## src/rtl/fetch_queue.sv

```systemverilog
// ----------------------------------------------------------------------------
// fetch_queue
//
// Purpose:
//   Fetch stage between the instruction ROM and Tomasulo issue. It drives a
//   word-addressed pc into the ROM and takes back instr/isdone in the same
//   cycle. Fetched {pc, instr} pairs are buffered in an in-order FIFO that
//   issue drains with a valid/ready handshake. A branch redirect (flush)
//   empties the queue and restarts fetching at flush_pc. Fetching stops when
//   the ROM reports the halt opcode.
//
// Parameters:
//   DEPTH     FIFO entries (power of two, >= 2)
//   RESET_PC  word address fetched first after reset
//
// Ports:
//   clk          in   1   clock, rising edge
//   rst_n        in   1   asynchronous active-low reset
//   pc           out  32  fetch address to ROM (word index)
//   instr        in   32  ROM data for pc, valid in the same cycle
//   isdone       in   1   ROM flag: instr is the halt opcode
//   flush_valid  in   1   redirect request from branch resolution
//   flush_pc     in   32  redirect target
//   issue_valid  out  1   head entry available
//   issue_instr  out  32  head instruction (don't-care when !issue_valid)
//   issue_pc     out  32  pc of head instruction (don't-care when !issue_valid)
//   issue_ready  in   1   issue consumes head when issue_valid && issue_ready
//   halted       out  1   halt opcode seen; fetching stopped (FSM state)
//   drained      out  1   halted and FIFO empty
//
// Optional feature (macro FETCH_QUEUE_PERF_EN):
//   perf_fetched out 32  number of pushes, wraps at 2^32
//   perf_stall   out 32  cycles running with a full queue and no pop
//   Neither counter is cleared by flush.
//
// Handshake: an entry leaves the queue on a rising edge where issue_valid
// and issue_ready are both high; issue_valid never depends on issue_ready.
// ----------------------------------------------------------------------------
module fetch_queue #(
    parameter int unsigned DEPTH    = 8,
    parameter logic [31:0] RESET_PC = 32'd0
) (
    input  logic        clk,
    input  logic        rst_n,
    output logic [31:0] pc,
    input  logic [31:0] instr,
    input  logic        isdone,
    input  logic        flush_valid,
    input  logic [31:0] flush_pc,
    output logic        issue_valid,
    output logic [31:0] issue_instr,
    output logic [31:0] issue_pc,
    input  logic        issue_ready,
    output logic        halted,
`ifdef FETCH_QUEUE_PERF_EN
    output logic        drained,
    output logic [31:0] perf_fetched,
    output logic [31:0] perf_stall
`else
    output logic        drained
`endif
);

    localparam int unsigned PW = $clog2(DEPTH);
    localparam int unsigned CW = PW + 1;
    localparam logic [CW-1:0] FULL_COUNT = CW'(DEPTH);

    typedef enum logic {
        ST_RUN  = 1'b0,
        ST_HALT = 1'b1
    } state_t;

    state_t          state_q, state_d;
    logic [31:0]     pc_q, pc_d;
    logic [PW-1:0]   rd_ptr_q, rd_ptr_d;
    logic [PW-1:0]   wr_ptr_q, wr_ptr_d;
    logic [CW-1:0]   count_q, count_d;

    // Storage carries no reset: entries are only visible through count_q.
    logic [31:0]     mem_pc_q    [DEPTH];
    logic [31:0]     mem_instr_q [DEPTH];

    logic            pop;
    logic            fetch_ok;
    logic            push;
    logic            full;

    assign full        = (count_q == FULL_COUNT);
    assign issue_valid = (count_q != '0);
    assign pop         = issue_valid && issue_ready;
    // A pop in the same cycle frees a slot, so a full queue can still accept.
    assign fetch_ok    = (state_q == ST_RUN) && !flush_valid && (!full || pop);
    // The halt word itself is never queued.
    assign push        = fetch_ok && !isdone;

    // ------------------------------------------------------------------
    // Next-state logic
    // ------------------------------------------------------------------
    always_comb begin
        state_d  = state_q;
        pc_d     = pc_q;
        rd_ptr_d = rd_ptr_q;
        wr_ptr_d = wr_ptr_q;
        count_d  = count_q;

        if (flush_valid) begin
            // Redirect wins over everything: same-cycle pop is ignored and
            // the ROM word for the old pc is dropped.
            state_d  = ST_RUN;
            pc_d     = flush_pc;
            rd_ptr_d = '0;
            wr_ptr_d = '0;
            count_d  = '0;
        end else begin
            if (pop) begin
                rd_ptr_d = rd_ptr_q + PW'(1);
            end
            if (fetch_ok) begin
                if (isdone) begin
                    // pc stays parked on the halt address.
                    state_d = ST_HALT;
                end else begin
                    pc_d     = pc_q + 32'd1;
                    wr_ptr_d = wr_ptr_q + PW'(1);
                end
            end
            case ({push, pop})
                2'b10:   count_d = count_q + CW'(1);
                2'b01:   count_d = count_q - CW'(1);
                default: count_d = count_q;
            endcase
        end
    end

    // ------------------------------------------------------------------
    // State registers
    // ------------------------------------------------------------------
    always_ff @(posedge clk or negedge rst_n) begin
        if (!rst_n) begin
            state_q  <= ST_RUN;
            pc_q     <= RESET_PC;
            rd_ptr_q <= '0;
            wr_ptr_q <= '0;
            count_q  <= '0;
        end else begin
            state_q  <= state_d;
            pc_q     <= pc_d;
            rd_ptr_q <= rd_ptr_d;
            wr_ptr_q <= wr_ptr_d;
            count_q  <= count_d;
        end
    end

    always_ff @(posedge clk) begin
        if (push) begin
            mem_pc_q[wr_ptr_q]    <= pc_q;
            mem_instr_q[wr_ptr_q] <= instr;
        end
    end

    // ------------------------------------------------------------------
    // Outputs: all registered, no path from instr/isdone.
    // ------------------------------------------------------------------
    assign pc          = pc_q;
    assign issue_instr = mem_instr_q[rd_ptr_q];
    assign issue_pc    = mem_pc_q[rd_ptr_q];
    assign halted      = (state_q == ST_HALT);
    assign drained     = halted && !issue_valid;

`ifdef FETCH_QUEUE_PERF_EN
    logic [31:0] perf_fetched_q;
    logic [31:0] perf_stall_q;

    always_ff @(posedge clk or negedge rst_n) begin
        if (!rst_n) begin
            perf_fetched_q <= '0;
            perf_stall_q   <= '0;
        end else begin
            if (push) begin
                perf_fetched_q <= perf_fetched_q + 32'd1;
            end
            if (!halted && full && !pop) begin
                perf_stall_q <= perf_stall_q + 32'd1;
            end
        end
    end

    assign perf_fetched = perf_fetched_q;
    assign perf_stall   = perf_stall_q;
`endif

endmodule

```

## config.mk

```make
export PLATFORM = sky130hd
export DESIGN_NAME = fetch_queue
export DESIGN_NICKNAME = d
export VERILOG_FILES = /design/src/rtl/fetch_queue.sv
export SDC_FILE = /design/constraint.sdc
export NUM_CORES = 1
export LEC_CHECK = 0
export CAP_MARGIN = 0
export CORE_UTILIZATION = 40
export DETAILED_ROUTE_END_ITERATION = 12
export PLACE_DENSITY = 0.63
export SLEW_MARGIN = 30
export SYNTH_ARGS = -nofsm -noshare
export SYNTH_HDL_FRONTEND = slang
export SYNTH_SLANG_ARGS = --single-unit
export TNS_END_PERCENT = 50
```

## constraint.sdc

```tcl
create_clock -name clk -period 9.7 [get_ports clk]
set_input_delay 1.94 -clock clk [delete_from_list [all_inputs] [get_ports clk]]
set_output_delay 1.94 -clock clk [all_outputs]
set_load 0.02 [all_outputs]
```

==> flow_metrics.env, run 1 <==
export IMPL_vias_per_cell=5.61
export IMPL_die_y_um=237
export IMPL_ant_nets=0
export IMPL_hold_end="halted"
export IMPL_dp_slack_ps=4150
export IMPL_period_needed_ps=5460
export IMPL_setup_viol=0
export IMPL_power_density_mw_per_mm2=235
export IMPL_drive_gt1_share_pct=24.3
export IMPL_coreArea_sq_mm=0.0541
export IMPL_cts_made_buffers=55
export IMPL_wl_per_cell_um=24.0
export IMPL_gp_congestion=0.794
export IMPL_root_buffer="clkbuf_16"
export IMPL_slew_viol_final=0
export IMPL_drc=0
export IMPL_stdcell_count=2003
export IMPL_synth_compound_area_share_pct=2.65
export IMPL_path_max_fanout=72
export IMPL_internal_power_mw=4.55
export IMPL_diodes=0
export IMPL_cts_setup_buffers=0
export IMPL_grtUsageTotal_pct=17.4
export IMPL_async_flop_share_pct=7.75
export IMPL_power_frac_seq_pct=45.1
export IMPL_fin_skew_ps=20.7
export IMPL_yosys_warnings=0
export IMPL_peakVddDrop_mv=0.153
export IMPL_synthMuxAreaShare_pct=16.7
export IMPL_end_kind="output pin"
export IMPL_clock_power_share_pct=32.2
export IMPL_place_inst=1900
export IMPL_synth_simple_gate_area_share_pct=3.97
export IMPL_outcome="complete, no violations"
export IMPL_finish_utilization_pct=48.6
export IMPL_pin_count=168
export IMPL_timing_rr_end="mem_instr_q[3][13]"
export IMPL_finalWorstSetupSlack_ps=4240
export IMPL_rsz0062_at_grt="false"
export IMPL_dr_first_iter_drc_count=907
export IMPL_synth_top_family_by_area="multiplexers"
export IMPL_fp_row_count=85
export IMPL_hp_start="halted"
export IMPL_seq_area_frac_synth_pct=74.7
export IMPL_leakage_nw=8.15
export IMPL_port_buffers=167
export IMPL_slew_headroom_pct=36.4
export IMPL_die_w_um=237
export IMPL_path_clk_slew_ps=60
export IMPL_initial_core_util_pct=40.7
export IMPL_hold_buffers=0
export IMPL_dr_total_vias=11200
export IMPL_cts_sinks=555
export IMPL_grt_overflow=0
export IMPL_yosys_area_share_xor_xnor_pct=0.477
export IMPL_syn_nets=1145
export IMPL_clockBufferDepth=3
export IMPL_p_switching_mw=1.64
export IMPL_required_ps=7760
export IMPL_die_area_sq_mm=0.0560
export IMPL_num_nets_final=1336
export IMPL_switching_share_pct=26.5
export IMPL_synth_cell_types=57
export IMPL_worst_pin_slew_ps=950
export IMPL_yosys_most_used_dff="edfxtp_1"
export IMPL_cp_arrival_ps=3520
export IMPL_hold_viol=0
export IMPL_syn_area_per_cell_sq_um=20.6
export IMPL_worstRegToRegCells=5
export IMPL_cts_htree_levels=2
export IMPL_hpwl_mm=27.1
export IMPL_first_pass_iters=5
export IMPL_grt_pass1_vias=11500
export IMPL_path_class="register to output pin"
export IMPL_wl_mm=48.2
export IMPL_synth_cells=1071
export IMPL_startpoint_type="register"
export IMPL_fin_tns_setup_ps=0
export IMPL_cts_resized=0
export IMPL_clk_latency_ps=600
export IMPL_hp_class="register to register"
export IMPL_max_cap_violations=0
export IMPL_p_comb_share_pct=22.7
export IMPL_worstReg2RegStart="halted"
export IMPL_min_period_over_period_pct=56.3
export IMPL_synth_edff_count=512
export IMPL_timing_reg2reg_setup_slack_ps=6380
export IMPL_synth_seq_cells=555
export IMPL_hold_depth=2
export IMPL_syn_area_sq_mm=0.0220
export IMPL_grt_max_degree=73
export IMPL_antenna_found_initial=0
export IMPL_cts_tree="built"
export IMPL_area_growth_pct=19.5
export IMPL_grt_pass1_wl_mm=72.8
export IMPL_fmax_mhz=183
export IMPL_synthAdderAreaFrac_pct=0.284
-- synthesized netlist by cell type, types with 6 or more instances --
master	count	area [sq um]
xnor2_1	6	52.6
nand2_1	27	101
buf_2	16	80.1
o211ai_1	10	75.1
xor2_1	6	52.6
dfrtp_1	43	1080
nand3_1	21	105
mux2_2	66	743
a31oi_1	19	119
nor2_1	36	135
mux4_2	128	2880
and4_1	7	61.3
buf_1	6	22.5
o31ai_1	7	52.6
nor3_1	7	35.0
clkbuf_1	33	124
or4_1	10	75.1
o21ai_0	15	75.1
edfxtp_1	512	15400
or3_1	6	37.5
nand4_1	10	62.6
-- metal layers --
layer  track usage, %  vias to the layer above  share of wire, %
met1             24.6                     6000                44
met2             28.0                      309                49
met4             4.31                        0               1.5
met5                0                        -                 0
met3             3.22                       55               5.7
li1                 -                     4881                 -
-- cell usage in the layout (no fill, tap or decap), types with 6 or more instances in the layout --
| cell type | n |
|---|---|
| edfxtp_1 | 512 |
| clkdlybuf4s50_1 | 166 |
| mux4_2 | 128 |
| mux2_2 | 66 |
| clkbuf_16 | 57 |
| dfrtp_1 | 40 |
| nor2_1 | 33 |
| nand2_1 | 27 |
| nand3_1 | 21 |
| a31oi_1 | 19 |
| clkinv_1 | 18 |
| buf_4 | 16 |
| o21ai_0 | 15 |
| o211ai_1 | 10 |
| nand4_1 | 10 |
| or4_1 | 10 |
| clkbuf_1 | 9 |
| clkinv_2 | 9 |
| and4_1 | 7 |
| o31ai_1 | 7 |
| xnor2_1 | 6 |
| or3_1 | 6 |
| xor2_1 | 6 |
-- state kept, by name (all words and copies together), names as in the netlist --
| register | flops |
|---|---|
| count_q | 4 |
| halted | 1 |
| mem_instr_q | 256 |
| mem_pc_q | 256 |
| pc | 32 |
| rd_ptr_q | 3 |
| wr_ptr_q | 3 |
-- critical path, cell delays in order, from the launching register on --
cell	delay (ps)
dfrtp_4	520
buf_12	370
buf_16	500
mux4_2	560
mux2_2	350
clkdlybuf4s50_1	570
-- how the worst max path moves through the flow --
stage                         to   startpoint  slack, ps  cells past startpoint
2_1_floorplan  mem_instr_q[0][0]  flush_valid        300                      3
3_3_place_gp   mem_instr_q[3][7]  flush_valid       4270                      7
6_report            issue_pc[23]  rd_ptr_q[0]       4240                      5
5_1_grt             issue_pc[23]  rd_ptr_q[0]       3990                      5
3_5_place_dp   mem_instr_q[3][7]  flush_valid       4150                      7
4_1_cts             issue_pc[10]  rd_ptr_q[1]       3700                      4
-- area by class of cell --
class / instances / area, sq um
Clock buffer: 66 / 1460
Clock inverter: 36 / 229
Fill cell: 4344 / 27800
Inverter: 6 / 22.5
Multi-Input combinational cell: 454 / 5360
Sequential cell: 555 / 16500
Tap cell: 696 / 871
Timing Repair Buffer: 190 / 1910
-- power groups by stage --
stage	Combinational (mW)	Clock [mW]	Sequential, mW
after detailed placement	1.41	0	2.86
final	1.40	1.99	2.79
after global placement	1.40	0	2.86
after global routing	1.50	2.12	2.80
after CTS	1.42	2.04	2.81
after floorplan	0.930	0	2.81
-- cells by family after synthesis --
logic type	Yosys count
flops	555
buf+inv	62
compound gates	80
mux	199
simple gates	158
xor+xnor	12
fa+ha+maj	5
-- stage by stage --
stage	power [mW]	hold WS, ps	cell area, sq um
final	6.19	610	26300
after global routing	6.43	674	26300
after CTS	6.27	608	26300
after detailed placement	4.27	580	24600
after global placement	4.26	586	24500
after floorplan	3.74	578	22000
Power figures use the tool's default switching activity.
==> run 2: changes to the inputs <==
Clock period 9.7 ns to 5.1 ns, I/O delays scaled along.
==> flow_metrics.env, run 2 (same netlist as run 1, synthesis figures left out) <==
export IMPL_outcome="complete, no violations"
export IMPL_grt_pass1_vias=11700
export IMPL_timing_reg2reg_setup_slack_ps=2030
export IMPL_clockBufferDepth=3
export IMPL_cts_sinks=555
export IMPL_internal_power_mw=8.70
export IMPL_path_max_fanout=24
export IMPL_slew_viol_final=0
export IMPL_port_buffers=167
export IMPL_area_growth_pct=20.1
export IMPL_fmax_mhz=237
export IMPL_die_y_um=237
export IMPL_fp_row_count=85
export IMPL_worstReg2RegStart="halted"
export IMPL_wl_mm=48.1
export IMPL_worst_pin_slew_ps=969
export IMPL_antenna_found_initial=1
export IMPL_worstRegToRegCells=5
export IMPL_max_stage_delay_ps=770
export IMPL_end_kind="output pin"
export IMPL_setup_viol=0
export IMPL_fillers=4332
export IMPL_cts_setup_buffers=0
export IMPL_root_buffer="clkbuf_16"
export IMPL_p_comb_share_pct=22.5
export IMPL_hp_class="input port to async pin"
export IMPL_slowest_stage="dfrtp_4"
export IMPL_crit_path_cell_trace="buf_4 > mux4_2 > mux2_2 > clkdlybuf4s50_1"
export IMPL_clock_power_share_pct=32.3
export IMPL_cts_resized=0
export IMPL_fin_skew_ps=20.2
export IMPL_drc=0
export IMPL_rsz0062_at_grt="false"
export IMPL_vias_per_cell=5.52
export IMPL_die_w_um=237
export IMPL_whs_ps=426
export IMPL_clk_latency_ps=600
export IMPL_cts_made_buffers=55
export IMPL_num_nets_final=1338
export IMPL_grt_pass1_wl_mm=72.8
export IMPL_dpl_instance_area_sq_mm=0.0247
export IMPL_initial_core_util_pct=40.7
export IMPL_peakVddDrop_mv=0.242
export IMPL_grt_overflow=0
export IMPL_fin_area_sq_mm=0.0264
export IMPL_pin_count=168
export IMPL_grtUsageTotal_pct=17.4
export IMPL_dr_total_vias=11100
export IMPL_path_clk_slew_ps=60
export IMPL_p_switching_mw=3.12
export IMPL_p_total_mw=11.8
export IMPL_drive_gt1_share_pct=24.1
export IMPL_die_area_sq_mm=0.0560
export IMPL_final_common_cell="edfxtp_1"
export IMPL_max_cap_violations=0
export IMPL_required_ps=4080
export IMPL_startpoint_type="register"
export IMPL_dr_first_iter_drc_count=810
export IMPL_final_cell_mix="edfxtp_1 (512), clkdlybuf4s50_1 (166), mux4_2 (128)"
export IMPL_power_frac_seq_pct=45.2
export IMPL_hold_buffers=0
export IMPL_period_needed_ps=4220
export IMPL_cts_htree_levels=2
export IMPL_grt_max_degree=113
export IMPL_switching_share_pct=26.4
export IMPL_ant_nets=0
export IMPL_hold_viol=0
export IMPL_first_pass_iters=5
export IMPL_cts_tree="built"
export IMPL_timing_rr_end="mem_pc_q[7][18]"
export IMPL_slew_headroom_pct=35.1
export IMPL_coreArea_sq_mm=0.0541
export IMPL_wl_per_cell_um=24.0
export IMPL_hpwl_mm=26.9
export IMPL_min_period_over_period_pct=82.8
export IMPL_cp_arrival_ps=3200
export IMPL_path_class="register to output pin"
export IMPL_gp_congestion=0.763
export IMPL_leakage_nw=8.18
export IMPL_power_density_mw_per_mm2=447
## run 2: cell type report
type | instances | area [sq um] | share of cell area [%]
clock inverters | 26 | 193 | 0.729
well taps | 696 | 871 | 3.29
inverters | 6 | 22.5 | 0.0852
flip-flops and latches | 555 | 16500 | 62.3
multi-input cells | 454 | 5370 | 20.3
repair buffers | 192 | 1990 | 7.55
diodes | 2 | 5.00 | 0.0189
clock buffers | 78 | 1510 | 5.73
## run 2: stage by stage
stage / setup WS [ps] / utilization (%) / std cells / setup TNS, ps
after floorplan: -1630 / - / 1071 / -358740
after global placement: 1050 / 45.7 / 1903 / 0
after detailed placement: 988 / 45.7 / 1903 / 0
after CTS: 791 / 48.8 / 2007 / 0
after global routing: 715 / 48.8 / 2007 / 0
final: 877 / 48.8 / 2009 / 0
## run 2: worst max-delay path by stage
stage                      from            endpoint
global placement    flush_valid  mem_instr_q[7][25]
floorplan           flush_valid   mem_instr_q[4][0]
global route        rd_ptr_q[0]     issue_instr[17]
detailed placement  flush_valid  mem_instr_q[7][25]
CTS                 rd_ptr_q[0]        issue_pc[28]
finish              rd_ptr_q[0]        issue_pc[28]
## run 2: metal layers
layer / part of all wire, % / track usage [%] / wire length, um
met5: 0 / 0 / 0
met2: 50 / 29.1 / 24100
met4: 1.5 / 4.64 / 721
met3: 4.9 / 2.69 / 2380
met1: 43 / 23.8 / 20900
## run 2: critical path, delay by kind of cell (launching register included)
| family | cells | cell delay [ps] |
|---|---|---|
| buffers and inverters | 2 | 950 |
| flip-flops | 1 | 770 |
| multiplexers | 2 | 870 |
## run 2: power by group through the flow
stage	Sequential, mW	Clock [mW]	Combinational (mW)
finish	5.35	3.81	2.66
global route	5.37	4.07	2.84
CTS	5.35	3.91	2.72
detailed placement	5.45	0	2.70
global placement	5.44	0	2.71
floorplan	5.33	0	1.77
